### src/rtl/sdp_ram_responder_if.sv
// Write / read-request / read-return bus between the delay-line controller and the RAM responder.
// Strobes are valid-only: w_valid and ar_valid are accepted on every rising edge they are high; r_valid pulses once per accepted read.
interface sdp_ram_responder_if #(
   parameter int WIDTH = 10,
   parameter int AW    = 6
);
   logic             w_valid;
   logic [AW-1:0]    w_address;
   logic [WIDTH-1:0] w_data;
   logic             ar_valid;
   logic [AW-1:0]    ar_address;
   logic             r_valid;
   logic [WIDTH-1:0] r_data;
   logic             err_addr;

   modport master (
      output w_valid, w_address, w_data, ar_valid, ar_address,
      input  r_valid, r_data, err_addr
   );

   modport slave (
      input  w_valid, w_address, w_data, ar_valid, ar_address,
      output r_valid, r_data, err_addr
   );
endinterface

### src/rtl/sdp_ram_responder.sv
// Simple-dual-port RAM with a fixed-latency read pipeline, selectable read-during-write
// result and a sticky out-of-range address flag.
module sdp_ram_responder #(
   parameter int    WIDTH        = 10,
   parameter int    DEPTH        = 64,
   parameter int    READ_LATENCY = 1,
   parameter string RDW_MODE     = "NEW"
) (
   input logic                 clk,
   input logic                 reset,
   sdp_ram_responder_if.slave  bus
);
   localparam int AW      = $clog2(DEPTH);
   localparam bit POW2    = (DEPTH == (1 << AW));
   localparam bit RDW_NEW = (RDW_MODE == "NEW");

   logic [WIDTH-1:0] mem [DEPTH];
   logic [READ_LATENCY-1:0] vld;
   logic [WIDTH-1:0] dat [READ_LATENCY];
   logic             err;
   logic             w_oor;
   logic             ar_oor;
   logic             hit;
   logic [WIDTH-1:0] rd_word;

   // A power-of-two depth covers every address code, so nothing can be out of range.
   always_comb begin
      w_oor  = 1'b0;
      ar_oor = 1'b0;
      if (!POW2) begin
         w_oor  = ({1'b0, bus.w_address}  >= (AW+1)'(DEPTH));
         ar_oor = ({1'b0, bus.ar_address} >= (AW+1)'(DEPTH));
      end
   end

   always_comb begin
      hit     = bus.w_valid && !w_oor && (bus.w_address == bus.ar_address);
      rd_word = '0;
      if (!ar_oor) begin
         if (RDW_NEW && hit) rd_word = bus.w_data;
         else                rd_word = mem[bus.ar_address];
      end
   end

   // Array content is never cleared; reset only blocks writes while it is held.
   always_ff @(posedge clk or negedge reset) begin
      if (!reset) begin
      end else if (bus.w_valid && !w_oor) begin
         mem[bus.w_address] <= bus.w_data;
      end
   end

   // Data stages only advance behind a valid bit, so the last stage holds the most recent return.
   always_ff @(posedge clk or negedge reset) begin
      if (!reset) begin
         vld <= '0;
         err <= 1'b0;
         for (int i = 0; i < READ_LATENCY; i++) dat[i] <= '0;
      end else begin
         vld[0] <= bus.ar_valid;
         if (bus.ar_valid) dat[0] <= rd_word;
         for (int i = 1; i < READ_LATENCY; i++) begin
            vld[i] <= vld[i-1];
            if (vld[i-1]) dat[i] <= dat[i-1];
         end
         if ((bus.w_valid && w_oor) || (bus.ar_valid && ar_oor)) err <= 1'b1;
      end
   end

   assign bus.r_valid  = vld[READ_LATENCY-1];
   assign bus.r_data   = dat[READ_LATENCY-1];
   assign bus.err_addr = err;
endmodule

### src/flat_wrapper.sv
// flat-port wrapper written by rule: the top's interface ports become plain ports
module sdp_ram_responder_flat 
#(
   parameter int    WIDTH        = 10,
   parameter int    DEPTH        = 64,
   parameter int    READ_LATENCY = 1,
   parameter string RDW_MODE     = "   "
)
  (clk, reset, bus_w_valid, bus_w_address, bus_w_data, bus_ar_valid, bus_ar_address, bus_r_valid, bus_r_data, bus_err_addr);
  sdp_ram_responder_if #(.WIDTH(WIDTH), .AW(6)) bus_i ();
  input logic clk;
  input logic reset;
  input wire logic [$bits(bus_i.w_valid)-1:0] bus_w_valid;
  input wire logic [$bits(bus_i.w_address)-1:0] bus_w_address;
  input wire logic [$bits(bus_i.w_data)-1:0] bus_w_data;
  input wire logic [$bits(bus_i.ar_valid)-1:0] bus_ar_valid;
  input wire logic [$bits(bus_i.ar_address)-1:0] bus_ar_address;
  output wire logic [$bits(bus_i.r_valid)-1:0] bus_r_valid;
  output wire logic [$bits(bus_i.r_data)-1:0] bus_r_data;
  output wire logic [$bits(bus_i.err_addr)-1:0] bus_err_addr;
  assign bus_i.w_valid = bus_w_valid;
  assign bus_i.w_address = bus_w_address;
  assign bus_i.w_data = bus_w_data;
  assign bus_i.ar_valid = bus_ar_valid;
  assign bus_i.ar_address = bus_ar_address;
  assign bus_r_valid = bus_i.r_valid;
  assign bus_r_data = bus_i.r_data;
  assign bus_err_addr = bus_i.err_addr;
  sdp_ram_responder #(.WIDTH(WIDTH), .DEPTH(DEPTH), .READ_LATENCY(READ_LATENCY), .RDW_MODE(RDW_MODE)) u_core (.clk(clk), .reset(reset), .bus(bus_i));
endmodule
### config.mk
export PLATFORM = sky130hd
export DESIGN_NAME = sdp_ram_responder_flat
export DESIGN_NICKNAME = d
export VERILOG_FILES = /design/src/rtl/sdp_ram_responder_if.sv /design/src/rtl/sdp_ram_responder.sv /design/src/flat_wrapper.sv
export SDC_FILE = /design/constraint.sdc
export NUM_CORES = 1
export LEC_CHECK = 0
export CAP_MARGIN = 20
export CELL_PAD_IN_SITES_DETAIL_PLACEMENT = 0
export CELL_PAD_IN_SITES_GLOBAL_PLACEMENT = 1
export CORE_ASPECT_RATIO = 0.75
export CORE_UTILIZATION = 50
export DETAILED_ROUTE_END_ITERATION = 10
export PLACE_DENSITY_LB_ADDON = 0.1
export SLEW_MARGIN = 20
export SYNTH_ARGS = -nofsm -noshare
export SYNTH_HDL_FRONTEND = slang
export SYNTH_SLANG_ARGS = --single-unit
export TNS_END_PERCENT = 30
### constraint.sdc
create_clock -name clk -period 1.6 [get_ports clk]
set_input_delay 0.24 -clock clk [delete_from_list [all_inputs] [get_ports clk]]
set_output_delay 0.24 -clock clk [all_outputs]
set_load 0.02 [all_outputs]
==> impl_metrics.py, run 1 <==
metrics = {
    "synth": {
        "mappedNetlistNets": 1176,
        "synth_top_family_by_area": "multiplexers",
        "synthSimpleGateAreaFrac_pct": 2.09,
        "synth.avg_cell_area_um2": 22.0,
        "synth_xor_area_share_pct": 0,
        "yosysUniqueCellTypes": 28,
        "synth-adder-area-share_pct": 0,
        "yosys_warnings": 0,
        "ys_ff_latch": 651,
        "netlist_area_um2": 25300,
        "synth_compound_area_share_pct": 2.13,
        "synth_cells": 1150,
        "synth-seq-area-share_pct": 77.1,
        "muxShareOfSynthArea_pct": 17.2,
    },
    "cts": {
        "clk_pin_slew_ps": 70,
        "numCtsBuffers": 59,
        "clock_latency_ps": 610,
        "cts_hold_buf": 0,
        "cts_sinks": 651,
        "cts_tree": "done",
        "postCtsSetupRepairBufs": 0,
        "htreeDepth": 2,
        "root_buffer": "clkbuf_16",
        "cts_max_path_buffers": 3,
    },
    "outcome": {
        "violations": "setup timing",
        "status": "finished with violations",
    },
    "drt": {
        "routed_wirelength_um": 57900,
        "drtIter0Drc": 1207,
        "ant_nets": 0,
        "avgRoutedWirePerCell_um": 27.9,
        "vias": 12200,
        "viasPerCell": 5.89,
        "drc_errors": 0,
        "dr.pass1.iters": 7,
    },
    "worst_setup_path": {
        "cp-start-kind": "flip-flop",
        "crit_arrival_ps": 2240,
        "crit_path_top_delay_cell": "mux4_2",
        "critPathLaunch": "u_core.mem[37][1]",
        "worst-path-buf-inv": 0,
        "critPathTopFamily": "multiplexers",
        "crit_chain": "mux4_2 -> mux2i_4 -> o22ai_4 -> a221oi_2 -> o221ai_1",
        "path_max_fanout": 1,
        "r2r_start": "u_core.mem[37][1]",
        "crit_type": "flip-flop to flip-flop",
        "end_kind": "flip-flop",
        "slowest_delay_ps": 550,
        "critical_path_required_ps": 2070,
    },
    "global_routing": {
        "grt.overflow.total": 0,
        "grt_pass1_vias": 12500,
        "grt_antenna_before_repair": 1,
        "grt_usage_pct": 23.3,
        "grt_pass1_wl_um": 85300,
        "grt_max_degree": 65,
    },
    "timing": {
        "worst_slack_ps": -169,
        "tightest_slew_ps": 789,
        "slew_headroom_pct": 47.4,
        "slew_violations": 0,
        "fmax_ghz": 0.565,
        "finalSetupTns_ps": -1160,
        "setup_viol": 11,
        "min_period_ps": 1770,
        "hold_viol": 0,
        "finClkSkew_ps": 10.9,
        "rsz0062_at_grt": "true",
        "finalCritPeriodShare_pct": 111,
    },
    "finish": {
        "area_growth_pct": 22.0,
        "fin_area_um2": 30800,
        "fillers": 3416,
        "final_common_cell": "edfxtp_1",
        "drive_above_1_share_pct": 41.0,
        "regArea_um2": 19500,
        "multiInputGateArea_um2": 5890,
        "final_cell_mix": "edfxtp_1 (640), mux4_2 (150), buf_4 (122)",
        "fin_nets": 1403,
    },
    "flow_run": {
        "maxCapViolations": 0,
    },
    "floorplanning": {
        "dieArea_um2": 51500,
        "die_w_um": 262,
        "die_y_um": 197,
        "core_um2": 49300,
        "num_rows": 70,
        "design.portCount": 38,
        "initial_core_util_pct": 51.3,
    },
    "placed_design": {
        "place_area_um2": 28600,
        "dpl.hpwl_um": 37000,
        "portBuffers": 36,
        "place_congestion": 0.840,
    },
    "power": {
        "power.leakage_nw": 9.96,
        "ir_drop_uv": 896,
        "power.density_nw_per_um2": 1140,
    },
    "worst_hold_path": {
        "hold_class": "input pin to async pin",
    },
}
layout make-up:
class / count / area share, %
Antenna cell: 1 / 0.00811
Inverter: 10 / 0.122
Tap cell: 648 / 2.63
Clock inverter: 36 / 1.17
Timing Repair Buffer: 231 / 8.72
Sequential cell: 651 / 63.2
Clock buffer: 74 / 5.04
Multi-Input combinational cell: 424 / 19.1
path summary, 6_finish.rpt:
kind	endpoint	slack, ps	cells after the start
worst max-delay path	u_core.bus.r_data[1]	-170	5
worst min-delay path	u_core.bus.r_data[6]	60	2
worst max register to register	u_core.bus.r_data[1]	-170	5
worst min register to register	u_core.bus.r_data[5]	620	2
max in group asynchronous	u_core.bus.r_data[0]	1340	2
min in group clk	u_core.mem[33][4]	130	2
state kept, by name, summed over array words and instances, names as in the netlist:
register,cells
u_core.mem,640
u_core.bus.r_valid,1
u_core.bus.r_data,10
cells by family (layout without fill, tap and decap cells):
| logic type | after synthesis | in the layout |
|---|---|---|
| flip-flops | 651 | 651 |
| multiplexers | 240 | 240 |
| AND/OR/NAND/NOR | 123 | 123 |
| buffers and inverters | 75 | 351 |
| AO/OA/AOI/OAI | 60 | 60 |
| other | 1 | 2 |
per-stage QoR:
step / setup WS (ps) / power, mW / cells / utilization [%] / hold WS, ps
final: -169 / 35.3 / 2075 / 62.5 / 59.9
after floorplan: -161 / 20.3 / 1150 / - / -55.6
after CTS: -207 / 35.6 / 2074 / 62.4 / 70.9
after global placement: -723 / 21.5 / 1964 / 58.0 / 605
after detailed placement: -794 / 21.5 / 1964 / 58.0 / 618
after global routing: -224 / 36.3 / 2074 / 62.5 / 74.8
per-layer routing:
metal | vias up | track usage [%] | part of all wire (%)
met5 | - | 0 | 0
met4 | 0 | 5.49 | 1.8
met3 | 83 | 4.50 | 6.2
met2 | 357 | 34.2 | 45
met1 | 6492 | 36.2 | 47
li1 | 5286 | - | -
cell usage after synthesis:
library cell  number  area share, %
clkbuf_1          25           0.37
nand2b_1           6           0.15
buf_1              3          0.045
and2_1             2          0.049
o22ai_1           10           0.25
nand3b_1           2          0.059
conb_1             1          0.015
mux4_1             3           0.31
and3_1             1          0.025
buf_4              7           0.21
buf_6              6           0.27
mux2_2            40            1.8
mux4_2           147             13
nor3_1             3          0.059
o221ai_1          20           0.69
nand3_1           13           0.26
a221oi_2          10           0.59
nor2b_1            4          0.099
buf_2             24           0.48
nor2_1            77            1.1
edfxtp_1         640             76
inv_1             10           0.15
nand2_1           13           0.19
or3_1              1          0.025
mux2i_1           50            2.0
or3b_2             1          0.035
dfrtp_1           11            1.1
a22oi_1           20           0.59
timing repair:
action                     CTS  global route
pin swaps                    6             1
setup endpoints to repair   21           111
resized for setup           88            15
report_power, final:
group,switching (mW),total [mW],leakage [nW],internal (mW)
clock network,6.09,14.1,0.924,8.00
logic,1.28,2.31,3.16,1.03
registers,0.0672,18.9,5.88,18.8
No activity file was read; power rests on OpenSTA's default activity.
==> run 2, diff against run 1 <==
- HOLD_SLACK_MARGIN: default -> 0.05
==> results of run 2 <==
Final layout, timing and power as in run 1 (identical DEF).
